[src/rtl/schnorr_resp_if.sv]
// Handshake/data bundle for the Schnorr response unit: key load, request, and result channels.
interface schnorr_resp_if #(
    parameter int len = 32
);
    logic           key_valid;
    logic [len-1:0] priv_key;
    logic           start;
    logic [len-1:0] k_in;
    logic [len-1:0] e_in;
    logic           ready;
    logic [len-1:0] s_out;
    logic           s_valid;
    logic           s_ready;
    logic           busy;

    modport slave (
        input  key_valid, priv_key, start, k_in, e_in, s_ready,
        output ready, s_out, s_valid, busy
    );

    modport master (
        output key_valid, priv_key, start, k_in, e_in, s_ready,
        input  ready, s_out, s_valid, busy
    );
endinterface

[src/rtl/schnorr_resp.sv]
// Schnorr response s = (k + x*e) mod q via bit-serial reduction and interleaved multiply.
// Optional macro SCHNORR_ZEROIZE_EN wipes the key on every result handoff.
module schnorr_resp #(
    parameter int             len = 32,
    parameter logic [len-1:0] q   = 32'hFFFFFFFB
) (
    input  logic              clk,
    input  logic              rst_n,
    schnorr_resp_if.slave     bus
);
    typedef enum logic [2:0] {
        IDLE = 3'd0,
        RED  = 3'd1,
        MUL  = 3'd2,
        ADD  = 3'd3,
        DONE = 3'd4
    } state_t;

    localparam int             CW       = $clog2(len + 1);
    localparam logic [len:0]   QX       = {1'b0, q};
    localparam logic [CW-1:0]  LAST_RED = CW'(len);
    localparam logic [CW-1:0]  LAST_MUL = CW'(len - 1);

    state_t         r_state, w_state_next;
    logic [CW-1:0]  r_cnt;
    logic [len-1:0] r_key;
    logic           r_key_loaded;
    logic [len-1:0] r_xsh, r_ksh, r_esh;
    logic [len-1:0] r_xr, r_kr, r_a;
    logic [len-1:0] r_s_out;
    logic           r_s_valid;

    logic           w_accept;
    logic [len-1:0] w_a_dbl, w_a_mul;

    // 2r + b for r < q stays below 2q, so one conditional subtract suffices.
    function automatic logic [len-1:0] mod_dbl(input logic [len-1:0] r, input logic b);
        logic [len:0] t;
        logic [len:0] d;
        t = {r, b};
        d = t - QX;
        return (t >= QX) ? d[len-1:0] : t[len-1:0];
    endfunction

    function automatic logic [len-1:0] mod_add(input logic [len-1:0] a, input logic [len-1:0] b);
        logic [len:0] t;
        logic [len:0] d;
        t = {1'b0, a} + {1'b0, b};
        d = t - QX;
        return (t >= QX) ? d[len-1:0] : t[len-1:0];
    endfunction

    assign w_accept = (r_state == IDLE) && r_key_loaded && bus.start;
    assign w_a_dbl  = mod_dbl(r_a, 1'b0);
    assign w_a_mul  = r_esh[len-1] ? mod_add(w_a_dbl, r_xr) : w_a_dbl;

    always_ff @(posedge clk or negedge rst_n) begin
        if (!rst_n) r_state <= IDLE;
        else        r_state <= w_state_next;
    end

    always_comb begin
        w_state_next = r_state;
        case (r_state)
            IDLE:    if (w_accept) w_state_next = RED;
            RED:     if (r_cnt == LAST_RED) w_state_next = MUL;
            MUL:     if (r_cnt == LAST_MUL) w_state_next = ADD;
            ADD:     w_state_next = DONE;
            DONE:    if (bus.s_ready) w_state_next = IDLE;
            default: w_state_next = IDLE;
        endcase
    end

    always_ff @(posedge clk or negedge rst_n) begin
        if (!rst_n) begin
            r_cnt        <= '0;
            r_key        <= '0;
            r_key_loaded <= 1'b0;
            r_xsh        <= '0;
            r_ksh        <= '0;
            r_esh        <= '0;
            r_xr         <= '0;
            r_kr         <= '0;
            r_a          <= '0;
            r_s_out      <= '0;
            r_s_valid    <= 1'b0;
        end else begin
            case (r_state)
                IDLE: begin
                    if (bus.key_valid) begin
                        r_key        <= bus.priv_key;
                        r_key_loaded <= 1'b1;
                    end
                    if (w_accept) begin
                        r_ksh <= bus.k_in;
                        r_esh <= bus.e_in;
                        r_cnt <= '0;
                    end
                end
                RED: begin
                    r_cnt <= (r_cnt == LAST_RED) ? '0 : r_cnt + 1'b1;
                    // First RED cycle snapshots the key, so a key written on the accept edge is used.
                    if (r_cnt == '0) begin
                        r_xsh <= r_key;
                        r_xr  <= '0;
                        r_kr  <= '0;
                        r_a   <= '0;
                    end else begin
                        r_xr  <= mod_dbl(r_xr, r_xsh[len-1]);
                        r_kr  <= mod_dbl(r_kr, r_ksh[len-1]);
                        r_xsh <= r_xsh << 1;
                        r_ksh <= r_ksh << 1;
                    end
                end
                MUL: begin
                    r_cnt <= r_cnt + 1'b1;
                    r_a   <= w_a_mul;
                    r_esh <= r_esh << 1;
                end
                ADD: begin
                    r_s_out   <= mod_add(r_a, r_kr);
                    r_s_valid <= 1'b1;
                end
                DONE: begin
                    if (bus.s_ready) begin
                        r_s_valid <= 1'b0;
`ifdef SCHNORR_ZEROIZE_EN
                        r_key        <= '0;
                        r_key_loaded <= 1'b0;
`endif
                    end
                end
                default: r_cnt <= '0;
            endcase
        end
    end

    assign bus.ready   = (r_state == IDLE) && r_key_loaded;
    assign bus.busy    = (r_state != IDLE);
    assign bus.s_out   = r_s_out;
    assign bus.s_valid = r_s_valid;
endmodule

[src/flat_wrapper.sv]
// flat-port wrapper written by rule: the top's interface ports become plain ports
module schnorr_resp_flat 
#(
    parameter int             len = 32,
    parameter logic [len-1:0] q   = 32'hFFFFFFFB
)
  (clk, rst_n, bus_key_valid, bus_priv_key, bus_start, bus_k_in, bus_e_in, bus_s_ready, bus_ready, bus_s_out, bus_s_valid, bus_busy);
  schnorr_resp_if #(.len(len)) bus_i ();
  input  logic clk;
  input  logic rst_n;
  input wire logic [$bits(bus_i.key_valid)-1:0] bus_key_valid;
  input wire logic [$bits(bus_i.priv_key)-1:0] bus_priv_key;
  input wire logic [$bits(bus_i.start)-1:0] bus_start;
  input wire logic [$bits(bus_i.k_in)-1:0] bus_k_in;
  input wire logic [$bits(bus_i.e_in)-1:0] bus_e_in;
  input wire logic [$bits(bus_i.s_ready)-1:0] bus_s_ready;
  output wire logic [$bits(bus_i.ready)-1:0] bus_ready;
  output wire logic [$bits(bus_i.s_out)-1:0] bus_s_out;
  output wire logic [$bits(bus_i.s_valid)-1:0] bus_s_valid;
  output wire logic [$bits(bus_i.busy)-1:0] bus_busy;
  assign bus_i.key_valid = bus_key_valid;
  assign bus_i.priv_key = bus_priv_key;
  assign bus_i.start = bus_start;
  assign bus_i.k_in = bus_k_in;
  assign bus_i.e_in = bus_e_in;
  assign bus_i.s_ready = bus_s_ready;
  assign bus_ready = bus_i.ready;
  assign bus_s_out = bus_i.s_out;
  assign bus_s_valid = bus_i.s_valid;
  assign bus_busy = bus_i.busy;
  schnorr_resp #(.len(len), .q(q)) u_core (.clk(clk), .rst_n(rst_n), .bus(bus_i));
endmodule
[config.mk]
export PLATFORM = sky130hd
export DESIGN_NAME = schnorr_resp_flat
export DESIGN_NICKNAME = d
export VERILOG_FILES = /design/src/rtl/schnorr_resp_if.sv /design/src/rtl/schnorr_resp.sv /design/src/flat_wrapper.sv
export SDC_FILE = /design/constraint.sdc
export NUM_CORES = 1
export LEC_CHECK = 0
export CORE_AREA = 4 4 246 200
export CTS_BUF_LIST = sky130_fd_sc_hd__clkbuf_2 sky130_fd_sc_hd__clkbuf_4 sky130_fd_sc_hd__clkbuf_8
export DETAILED_ROUTE_END_ITERATION = 8
export DIE_AREA = 0 0 250 204
export PLACE_DENSITY = 0.61
export SYNTH_ARGS = -nofsm -noshare
export SYNTH_HDL_FRONTEND = slang
export SYNTH_SLANG_ARGS = --single-unit
[constraint.sdc]
create_clock -name clk -period 7.5 [get_ports clk]
set_input_delay 1.5 -clock clk [delete_from_list [all_inputs] [get_ports clk]]
set_output_delay 1.5 -clock clk [all_outputs]
set_load 0.05 [all_outputs]
# --- After elaboration in Yosys (flattened, before gate mapping) ---
# Index checks and enable logic that the tools add are counted.
op_classes:
  shift: 0
  n_mux: 26
  n_div: 0
  n_bitwise: 1
  magnitude_cmp: 5
  eq_ne: 12
  n_reduce_logical: 17
  add_sub_neg: 8
  multipliers: 0
ops:
  columns: ["cell", "count"]
  rows:
  - ["32-bit two-way mux", 13]
  - ["32-bit case mux with 2 select lines", 3]
  - ["33-bit by 32-bit >= comparator with 1-bit output (second input constant)", 5]
  - ["32-bit subtractor (second input constant)", 5]
  - ["32-bit by 32-bit adder with 33-bit output", 2]
  - ["6-bit case mux with 4 select lines", 1]
  - ["3-bit case mux with 5 select lines", 1]
  - ["3-bit two-way mux", 4]
  - ["6-bit two-way mux", 2]
  - ["2-bit AND reduction", 5]
  - ["2-bit by 1-bit != test with 1-bit output (second input constant)", 4]
  - ["2-bit nonzero test", 4]
  - ["6-bit by 1-bit adder with 6-bit output (second input constant)", 1]
  - ["3-bit by 2-bit equality test with 1-bit output (second input constant)", 2]
  - ["6-bit by 5-bit equality test with 1-bit output (second input constant)", 1]
  - ["6-bit equality test (second input constant)", 1]
  - ["6-bit zero test", 1]
  - ["2-bit != test (second input constant)", 2]
  - ["4-bit AND reduction", 1]
  - ["3-bit by 1-bit equality test with 1-bit output (second input constant)", 1]
  - ["3-bit equality test (second input constant)", 1]
  - ["3-bit zero test", 1]
  - ["3-bit AND reduction", 1]
  - ["3-bit nonzero test", 1]
  - ["5 further kinds", 6]
word_totals:
  rom_bits: 0
  input_bits: 101
  register_bits: 267
  word_cells: 81
  n_memories: 0
  ramBits: 0
  output_inout_bits: 35
  latch_bits: 0

# --- Longest topological paths before layout ---
# Gate-level depths: netlist of the first run.
logic_depth:
  word_depth: 7
  ltp_mapped: 21
  ltp_nobuf: 19

# --- Least setup slack after synthesis of the first run ---
# Ideal clock, no wire load.
synth_timing:
  path_kind: "flip-flop to flip-flop"
  startpoint: "register u_core.r_a[1]"
  endpoint: "register u_core.r_a[23]"
  path_stages_with_launch: 20
  arrival_time_ns: 5.542
  setup_ns: 0.131
  slack_ns: 1.827
  path_cell_list: "dfrtp_1 -> nand3_1 -> or4_1 -> o41ai_2 -> nand3_1 -> or3_1 -> xnor2_1 -> ha_1 -> buf_2 -> a21oi_1 -> o21a_1 -> o21ai_0 -> a311o_1 -> o21ai_0 -> nand4b_1 -> nor4_1 -> nand4_2 -> a2111oi_2 -> xor2_1 -> o211ai_1"
synth_between:
  elab_chain_cells: 7
synth_rtl:
  columns: ["element", "line_no", "rtl"]
  rows:
  - ["from (decl)", "schnorr_resp.sv:29", "logic [len-1:0] r_xr, r_kr, r_a;"]
  - ["from (signal assigned)", "schnorr_resp.sv:117", "r_a <= w_a_mul;"]
  - ["32-bit subtractor or 33-bit by 32-bit >= comparator with 1-bit output (tied branches)", "schnorr_resp.sv:41, schnorr_resp.sv:42", null]
  - ["32-bit two-way mux *", "schnorr_resp.sv:42", "return (t >= QX) ? d[len-1:0] : t[len-1:0];"]
  - ["32-bit by 32-bit adder with 33-bit output", "schnorr_resp.sv:48", "t = {1'b0, a} + {1'b0, b};"]
  - ["32-bit subtractor or 33-bit by 32-bit >= comparator with 1-bit output (tied branches)", "schnorr_resp.sv:49, schnorr_resp.sv:50", null]
  - ["32-bit two-way mux", "schnorr_resp.sv:50", "return (t >= QX) ? d[len-1:0] : t[len-1:0];"]
  - ["32-bit two-way mux *", "schnorr_resp.sv:55", "assign w_a_mul = r_esh[len-1] ? mod_add(w_a_dbl, r_xr) : w_a_dbl;"]
  - ["32-bit case mux with 2 select lines *", "schnorr_resp.sv:88", "case (r_state)"]
# Mark *: on every way between the ends. The rest lies on a longest branch, timed or not.
# A chain may end at the register's enable or synchronous reset.

# --- Worst setup path after layout of the first run ---
layout_timing:
  startpoint: "register u_core.r_a[1]"
  endpoint: "register u_core.r_a[18]"
# The elaborated chain is that of the path after synthesis.

==> results.sh, run 1 <==
export IMPL_ir_drop_uv=243
export IMPL_clock_skew_ps=25.4
export IMPL_postRouteAntennaNets=0
export IMPL_outcome="complete, no violations"
export IMPL_max_cap_viol_count=0
export IMPL_cts_hold_buf=0
export IMPL_hold_viol=0
export IMPL_worstPathMaxFanout=13
export IMPL_clkTransAtPathRegs_ps=60
export IMPL_synthArstFlopShare_pct=100
export IMPL_wl_per_cell_um=18.0
export IMPL_syn_cell_area_um2=18500
export IMPL_worst_slew_pin_slew_ps=1070
export IMPL_antenna_found_initial=0
export IMPL_num_rows=71
export IMPL_drtIter0Drc=1204
export IMPL_die_w_um=250
export IMPL_synth_simple_area_share_pct=19.8
export IMPL_cts_max_level=2
export IMPL_nets=2397
export IMPL_timing_hold_ws_ps=465
export IMPL_coreArea_um2=46600
export IMPL_grt_pass1_vias=15900
export IMPL_synth_compound_area_share_pct=20.7
export IMPL_clockBufferDepth=3
export IMPL_io_pins=136
export IMPL_clk_latency_ps=650
export IMPL_ys_top_cells_by_count="292 x nand2_1, 267 x dfrtp_1, 206 x o21ai_0, 158 x nor2_1, 100 x a21oi_1"
export IMPL_finalSetupViolCount=0
export IMPL_synth_ff_type="dfrtp_1"
export IMPL_wirelength_um=51800
export IMPL_finalCritPeriodShare_pct=89.2
export IMPL_r2r_end="u_core.r_a[18]$_DFFE_PN0P_"
export IMPL_ys_seq_elements=267
export IMPL_antenna_cells=0
export IMPL_critPathKind="register to register"
export IMPL_syn_inst=2126
export IMPL_die_h_um=204
export IMPL_synth_most_common_cell="nand2_1"
export IMPL_dp_cells=2791
export IMPL_grt_pass1_wl_um=84200
export IMPL_cp_start_kind="register"
export IMPL_synth_area_per_cell_um2=8.68
export IMPL_synth_edf_count=0
export IMPL_cts_tree="yes"
export IMPL_yosysWarnings=0
export IMPL_synthAdderAreaFrac_pct=5.17
export IMPL_r2r_worst_path_cells=20
export IMPL_critPathArrivalTime_ps=7260
export IMPL_finalSetupTns_ps=0
export IMPL_cts_resized=0
export IMPL_dr_total_vias=16400
export IMPL_hold_class="register to register"
export IMPL_critPathRequiredTime_ps=8070
export IMPL_min_from="u_core.r_xsh[0]$_DFFE_PN0P_"
export IMPL_netlist_top_cells_area="dfrtp_1 36%, nand2_1 5.9%, o21ai_0 5.6%"
export IMPL_dpl_hpwl_um=38200
export IMPL_fin_util_pct=45.9
export IMPL_fmax_mhz=149
export IMPL_drc=0
export IMPL_post_drt_via_cell_ratio=5.69
export IMPL_leakage_nw=8.66
export IMPL_end_kind="register"
export IMPL_min_to="u_core.r_xsh[0]$_DFFE_PN0P_"
export IMPL_rsz0062_at_grt="false"
export IMPL_synth_largest_area_cell="dfrtp_1"
export IMPL_root_buffer="clkbuf_8"
export IMPL_hold_depth=2
export IMPL_firstDrtPassIters=6
export IMPL_grt_max_degree=161
export IMPL_seq_area_frac_synth_pct=36.2
export IMPL_ys_types=99
export IMPL_muxShareOfSynthArea_pct=6.49
export IMPL_cts_sinks=267
export IMPL_n_fill_cell=4515
export IMPL_io_buffers=135
export IMPL_gp_congestion=0.942
export IMPL_power_density_nw_per_um2=323
export IMPL_fin_crit_ps=6690
export IMPL_postCtsSetupBuffers=0
export IMPL_final_cells=2875
export IMPL_synth_top_area_share_pct=36.2
export IMPL_synth_top_family_by_area="compound AO/OA/AOI/OAI gates"
export IMPL_synth_xor_area_share_pct=8.29
export IMPL_die_area_um2=51000
export IMPL_slew_violations=0
export IMPL_area_growth_pct=16.0
export IMPL_syn_nets=2302
export IMPL_reg2reg_slack_ps=810
export IMPL_grtUsageTotal_pct=19.9
export IMPL_r2r_start="u_core.r_a[1]$_DFFE_PN0P_"
export IMPL_grt_overflow_total=0
export IMPL_initial_core_util_pct=39.6
export IMPL_drive_gt1_share_pct=9.14
export IMPL_slew_headroom_pct=28.4
export IMPL_numCtsBuffers=48
[placed cells by master (no fill, tap or decap), drive strengths merged, types with 20 or more instances in the layout]
cell type,instances
mux2i,78
o21ai,224
nand3,59
nand2,292
buf,24
a21o,32
nor3,33
and3,29
xor2,72
nor2,158
clkdlybuf4s50,134
o22ai,38
a21oi,105
xnor2,101
mux2,37
or3,23
inv,37
o21a,20
dfrtp,267
nand4,49
ha,73
clkbuf,72
a211oi,32
[registers in the layout, summed over array words and instances, names as in the netlist]
signal               cells
u_core.r_esh            32
u_core.r_a              32
u_core.r_cnt             6
u_core.bus.s_out        32
u_core.r_ksh            32
u_core.r_xsh            32
u_core.r_key_loaded      1
u_core.r_xr             32
u_core.r_key            32
u_core.bus.s_valid       1
u_core.r_state           3
u_core.r_kr             32
[per-layer routing]
| metal | track usage [%] | vias to the layer above | wire length (um) |
|---|---|---|---|
| li1 | - | 7940 | - |
| met1 | 28.8 | 7856 | 25000 |
| met5 | 0 | - | 0 |
| met4 | 5.29 | 0 | 1170 |
| met3 | 3.97 | 88 | 3510 |
| met2 | 30.7 | 477 | 22100 |
[critical path: stages (launching register included)]
cell and delay [ps]:
dfrtp_1 490, nand3_1 180, or4_1 580, o41ai_2 300, buf_4 220, nand4_1 250
nor2_1 320, xor2_1 260, ha_1 380, a21oi_1 330, o21a_1 260, mux2i_1 200
o211ai_1 100, a311oi_1 610, nand4_2 400, nor4_2 410, nand4_1 130, buf_4 220
a21oi_1 440, mux2_2 390, o21ai_0 130
[through the flow]
stage	cell area, um^2	total power, mW	setup WS, ps
after floorplan	18500	4.50	1830
after global placement	20300	5.32	925
after detailed placement	20300	5.39	892
after CTS	21400	6.98	884
after global routing	21400	7.41	236
final	21400	6.91	809
[final cells by class]
| type | count | area, um^2 | area share, % |
|---|---|---|---|
| multi-input combinational | 1709 | 11200 | 52.3 |
| inverter | 37 | 139 | 0.649 |
| tap | 620 | 776 | 3.62 |
| clock inverter | 12 | 140 | 0.655 |
| timing repair buffer | 158 | 1540 | 7.20 |
| clock buffer | 72 | 935 | 4.37 |
| sequential | 267 | 6680 | 31.2 |
[how the worst max path moves through the flow]
stage | start | end | slack, ps | cells after the start
final | u_core.r_a[1]$_DFFE_PN0P_ | u_core.r_a[18]$_DFFE_PN0P_ | 810 | 20
after CTS | u_core.r_a[1]$_DFFE_PN0P_ | u_core.r_a[18]$_DFFE_PN0P_ | 880 | 20
after floorplan | u_core.r_a[1]$_DFFE_PN0P_ | u_core.r_a[23]$_DFFE_PN0P_ | 1830 | 19
after detailed placement | u_core.r_a[1]$_DFFE_PN0P_ | u_core.r_a[18]$_DFFE_PN0P_ | 890 | 20
after global placement | u_core.r_a[1]$_DFFE_PN0P_ | u_core.r_a[14]$_DFFE_PN0P_ | 930 | 20
after global routing | u_core.r_a[1]$_DFFE_PN0P_ | u_core.r_a[14]$_DFFE_PN0P_ | 240 | 20
[cell families (layout without fill, tap and decap cells)]
| group | Yosys count | count (layout) |
|---|---|---|
| simple gates | 753 | 753 |
| fa+ha+maj | 75 | 75 |
| flops | 267 | 267 |
| compound gates | 593 | 593 |
| buf+inv | 150 | 279 |
| mux | 115 | 115 |
| xor+xnor | 173 | 173 |
[power breakdown]
part	switching (mW)	total [mW]	internal [mW]
Clock	0.670	1.54	0.870
Sequential	0.387	2.33	1.94
Combinational	1.91	3.04	1.13
Note: power is estimated with default switching activity, not from simulation.
==> run 2: changes to the inputs <==
- CORE_AREA: 4 4 246 200 -> 4 4 309 159
- DIE_AREA: 0 0 250 204 -> 0 0 313 163
- PLACE_DENSITY: 0.61 -> 0.55
- clock period: 7.5 -> 8.3 ns (I/O delays scaled with it)
==> results.sh, run 2 (same netlist as run 1, synthesis figures left out) <==
export IMPL_critPathKind="register to register"
export IMPL_grtUsageTotal_pct=21.9
export IMPL_gp_congestion=0.928
export IMPL_power_density_nw_per_um2=290
export IMPL_place_ws_ps=1180
export IMPL_finalSetupTns_ps=0
export IMPL_drive_gt1_share_pct=8.61
export IMPL_p_sw_mw=2.72
export IMPL_grt_pass1_wl_um=89100
export IMPL_io_pins=136
export IMPL_finalSetupViolCount=0
export IMPL_io_buffers=135
export IMPL_finalCritPeriodShare_pct=87.9
export IMPL_wirelength_um=56600
export IMPL_cts_hold_buf=0
export IMPL_ir_drop_uv=192
export IMPL_final_common_cell="nand2_1"
export IMPL_grt_max_degree=122
export IMPL_slew_headroom_pct=19.6
export IMPL_cp_start_kind="register"
export IMPL_hold_class="register to register"
export IMPL_fin_crit_ps=7300
export IMPL_final_cell_mix="291 x nand2_1, 267 x dfrtp_1, 206 x o21ai_0"
export IMPL_outcome="complete, no violations"
export IMPL_end_kind="register"
export IMPL_final_cells=2880
export IMPL_worstPathMaxFanout=10
export IMPL_postRouteAntennaNets=0
export IMPL_die_h_um=163
export IMPL_min_from="u_core.bus.s_out[31]$_DFFE_PN0P_"
export IMPL_grt_pass1_vias=15400
export IMPL_initial_core_util_pct=39.8
export IMPL_fin_util_pct=45.8
export IMPL_post_drt_via_cell_ratio=5.73
export IMPL_pwr_share_seq_pct=34.4
export IMPL_r2r_start="u_core.r_a[1]$_DFFE_PN0P_"
export IMPL_critPathArrivalTime_ps=7830
export IMPL_coreArea_um2=46400
export IMPL_slew_violations=0
export IMPL_worst_slack_ps=1000
export IMPL_dr_total_vias=16500
export IMPL_critPathRequiredTime_ps=8840
export IMPL_p_comb_share_pct=45.0
export IMPL_die_w_um=313
export IMPL_drc=0
export IMPL_critical_path_startpoint="u_core.r_a[1]$_DFFE_PN0P_"
export IMPL_firstDrtPassIters=6
export IMPL_cts_tree="yes"
export IMPL_clockBufferDepth=3
export IMPL_drtIter0Drc=1365
export IMPL_antenna_cells=0
export IMPL_rsz0062_at_grt="false"
export IMPL_worst_slew_pin_slew_ps=1200
export IMPL_postCtsSetupBuffers=0
export IMPL_dpl_hpwl_um=42600
export IMPL_area_growth_pct=15.2
export IMPL_finalPower_mw=6.17
export IMPL_num_rows=56
export IMPL_p_int_mw=3.45
export IMPL_max_cap_viol_count=0
export IMPL_antenna_found_initial=3
export IMPL_leakage_nw=8.58
export IMPL_die_area_um2=51000
export IMPL_swShare_pct=44.1
export IMPL_clkTransAtPathRegs_ps=70
export IMPL_cts_resized=0
export IMPL_clk_latency_ps=630
export IMPL_grt_overflow_total=0
export IMPL_cts_max_level=2
export IMPL_hold_viol=0
export IMPL_nets=2390
export IMPL_clkPwrFrac_pct=20.7
export IMPL_cts_sinks=267
export IMPL_clock_skew_ps=22.7
export IMPL_numCtsBuffers=42
export IMPL_wl_per_cell_um=19.7
export IMPL_dp_cells=2808
export IMPL_fmax_mhz=137
export IMPL_root_buffer="clkbuf_8"
## run 2: power by group through the flow
stage          Combinational, mW  Clock, mW  Sequential, mW
2_1_floorplan               1.87          0            2.19
3_3_place_gp                2.73          0            2.12
3_5_place_dp                2.77          0            2.13
4_1_cts                     2.78       1.31            2.12
5_1_grt                     3.07       1.37            2.18
6_report                    2.77       1.27            2.12
## run 2: final timing paths
kind	end	slack, ps	cells past startpoint
min reg2reg	u_core.bus.s_out[31]$_DFFE_PN0P_	470	2
max in group asynchronous	u_core.r_key[12]$_DFFE_PN0P_	5880	2
min in group asynchronous	u_core.r_xr[29]$_DFFE_PN0P_	1020	1
max reg2reg	u_core.r_a[18]$_DFFE_PN0P_	1000	20
max	u_core.r_a[18]$_DFFE_PN0P_	1000	20
min	u_core.bus.s_out[31]$_DFFE_PN0P_	470	2
## run 2: layer usage
layer,GRT usage [%],wire length (um),vias up
li1,-,-,7914
met1,36.9,30600,7985
met2,26.9,20300,544
met3,5.90,5090,58
met4,3.42,619,4
met5,0,34,-
## run 2: area by class of cell
type	instances	area, um^2
fillers	4529	25100
multi-input cells	1709	11200
flip-flops and latches	267	6680
repair buffers	157	1530
well taps	638	798
clock buffers	61	746
clock inverters	11	159
inverters	37	139
## run 2: metrics by stage
| step | hold WS, ps | cell area, um^2 |
|---|---|---|
| floorplan | 438 | 18500 |
| global placement | 462 | 20400 |
| detailed placement | 469 | 20400 |
| CTS | 483 | 21300 |
| global route | 499 | 21300 |
| finish | 472 | 21300 |
## run 2: critical path: stages, from the launching register on
cell and delay, ps:
dfrtp_1 500, nand3_1 200, or4_1 590, o41ai_2 300, buf_4 230, nand4_1 260, nor2_1 350, xor2_1 280
ha_1 400, a21oi_1 350, o21a_1 270, mux2i_1 200, o211ai_1 100, a311oi_1 670, nand4_2 380, nor4_2 510
nand4_1 300, buf_4 290, a21oi_1 490, mux2_2 400, o21ai_0 130
==> run 3: changes to the inputs <==
- CAP_MARGIN: default -> 10
- clock period: 8.3 -> 8.6 ns (I/O delays scaled with it)
==> results.sh, run 3 (same netlist as run 1, synthesis figures left out) <==
export IMPL_max_cap_viol_count=0
export IMPL_cts_max_level=2
export IMPL_initial_core_util_pct=39.8
export IMPL_clock_skew_ps=31.8
export IMPL_critPathKind="register to register"
export IMPL_firstDrtPassIters=6
export IMPL_io_buffers=135
export IMPL_postRouteAntennaNets=0
export IMPL_drive_gt1_share_pct=8.73
export IMPL_clk_latency_ps=640
export IMPL_dpl_hpwl_um=42500
export IMPL_grt_pass1_vias=15300
export IMPL_ir_drop_uv=222
export IMPL_finalCritPeriodShare_pct=85.4
export IMPL_cts_tree="yes"
export IMPL_drc=0
export IMPL_finalSetupTns_ps=0
export IMPL_end_kind="register"
export IMPL_final_cell_mix="291 x nand2_1, 267 x dfrtp_1, 206 x o21ai_0"
export IMPL_finalPower_mw=6.00
export IMPL_final_common_cell="nand2_1"
export IMPL_io_pins=136
export IMPL_die_area_um2=51000
export IMPL_coreArea_um2=46400
export IMPL_fmax_mhz=136
export IMPL_hold_class="register to register"
export IMPL_fin_crit_ps=7350
export IMPL_grtUsageTotal_pct=21.9
export IMPL_num_rows=56
export IMPL_dr_total_vias=16500
export IMPL_clkTransAtPathRegs_ps=80
export IMPL_min_to="u_core.bus.s_out[31]$_DFFE_PN0P_"
export IMPL_r2r_start="u_core.r_a[3]$_DFFE_PN0P_"
export IMPL_root_buffer="clkbuf_8"
export IMPL_die_w_um=313
export IMPL_critPathArrivalTime_ps=7860
export IMPL_cp_start_kind="register"
export IMPL_slew_violations=0
export IMPL_cts_sinks=267
export IMPL_rsz0062_at_grt="false"
export IMPL_clockBufferDepth=3
export IMPL_grt_overflow_total=0
export IMPL_cts_resized=0
export IMPL_antenna_cells=0
export IMPL_hold_depth=2
export IMPL_antenna_found_initial=5
export IMPL_grt_pass1_wl_um=89100
export IMPL_worst_slew_pin_slew_ps=1170
export IMPL_grt_max_degree=137
export IMPL_area_growth_pct=15.5
export IMPL_wl_per_cell_um=19.6
export IMPL_numCtsBuffers=44
export IMPL_r2r_worst_path_cells=20
export IMPL_cts_hold_buf=0
export IMPL_drtIter0Drc=1660
export IMPL_power_density_nw_per_um2=281
export IMPL_hold_viol=0
export IMPL_reg2reg_slack_ps=1250
export IMPL_critPathRequiredTime_ps=9120
export IMPL_nets=2390
export IMPL_gp_congestion=0.919
export IMPL_outcome="complete, no violations"
export IMPL_min_from="u_core.bus.s_out[31]$_DFFE_PN0P_"
export IMPL_finalSetupViolCount=0
export IMPL_leakage_nw=8.61
export IMPL_slew_headroom_pct=21.5
export IMPL_wirelength_um=56600
export IMPL_worstPathMaxFanout=13
export IMPL_post_drt_via_cell_ratio=5.71
export IMPL_r2r_end="u_core.r_a[18]$_DFFE_PN0P_"
export IMPL_die_h_um=163
export IMPL_postCtsSetupBuffers=0
[run 3: layout make-up]
cell class,instances,area (um^2)
Multi-Input combinational cell,1709,11200
Sequential cell,267,6680
Tap cell,638,798
Clock inverter,12,135
Inverter,37,139
Clock buffer,65,838
Fill cell,4584,25100
Timing Repair Buffer,155,1520
[run 3: where the power goes]
group | internal, mW | switching, mW | total [mW]
Combinational | 0.982 | 1.69 | 2.67
Clock | 0.690 | 0.592 | 1.28
Sequential | 1.69 | 0.355 | 2.04
[run 3: worst max-delay path by stage]
stage / to / slack [ps] / start / cells after the start
5_1_grt: u_core.r_a[18]$_DFFE_PN0P_ / 910 / u_core.r_a[1]$_DFFE_PN0P_ / 20
4_1_cts: u_core.r_a[18]$_DFFE_PN0P_ / 1440 / u_core.r_a[1]$_DFFE_PN0P_ / 20
6_report: u_core.r_a[18]$_DFFE_PN0P_ / 1250 / u_core.r_a[3]$_DFFE_PN0P_ / 20
3_5_place_dp: u_core.r_a[18]$_DFFE_PN0P_ / 1460 / u_core.r_a[1]$_DFFE_PN0P_ / 20
3_3_place_gp: u_core.r_a[18]$_DFFE_PN0P_ / 1550 / u_core.r_a[3]$_DFFE_PN0P_ / 20
2_1_floorplan: u_core.r_a[23]$_DFFE_PN0P_ / 2930 / u_core.r_a[1]$_DFFE_PN0P_ / 19
[run 3: layer usage]
metal	GRT usage (%)	vias up	part of all wire (%)
li1	-	7921	-
met1	37.1	7906	54
met2	27.2	580	36
met3	5.44	58	8.7
met4	3.15	10	0.99
met5	0.852	-	0.16
[run 3: per-stage QoR]
stage / util [%] / setup WS (ps) / std cells / hold slack (ps) / cell area, um^2
floorplan: - / 2930 / 2126 / 438 / 18500
global placement: 43.9 / 1550 / 2806 / 461 / 20300
detailed placement: 43.9 / 1460 / 2806 / 467 / 20300
CTS: 46.0 / 1440 / 2883 / 482 / 21300
global route: 46.0 / 907 / 2883 / 508 / 21300
finish: 46.0 / 1250 / 2883 / 477 / 21300
[run 3: critical path, cell delays in order (launching register included)]
cell,delay [ps]
dfrtp_1,480
nand3_1,190
or4_1,600
o41ai_2,310
buf_4,230
nand4_1,290
nor2_1,340
xor2_1,360
ha_1,420
a21oi_1,410
o21a_1,320
mux2i_1,210
o211ai_1,110
a311oi_1,690
nand4_2,410
nor4_2,520
nand4_1,140
buf_4,230
a21oi_1,410
mux2_2,380
o21ai_0,190
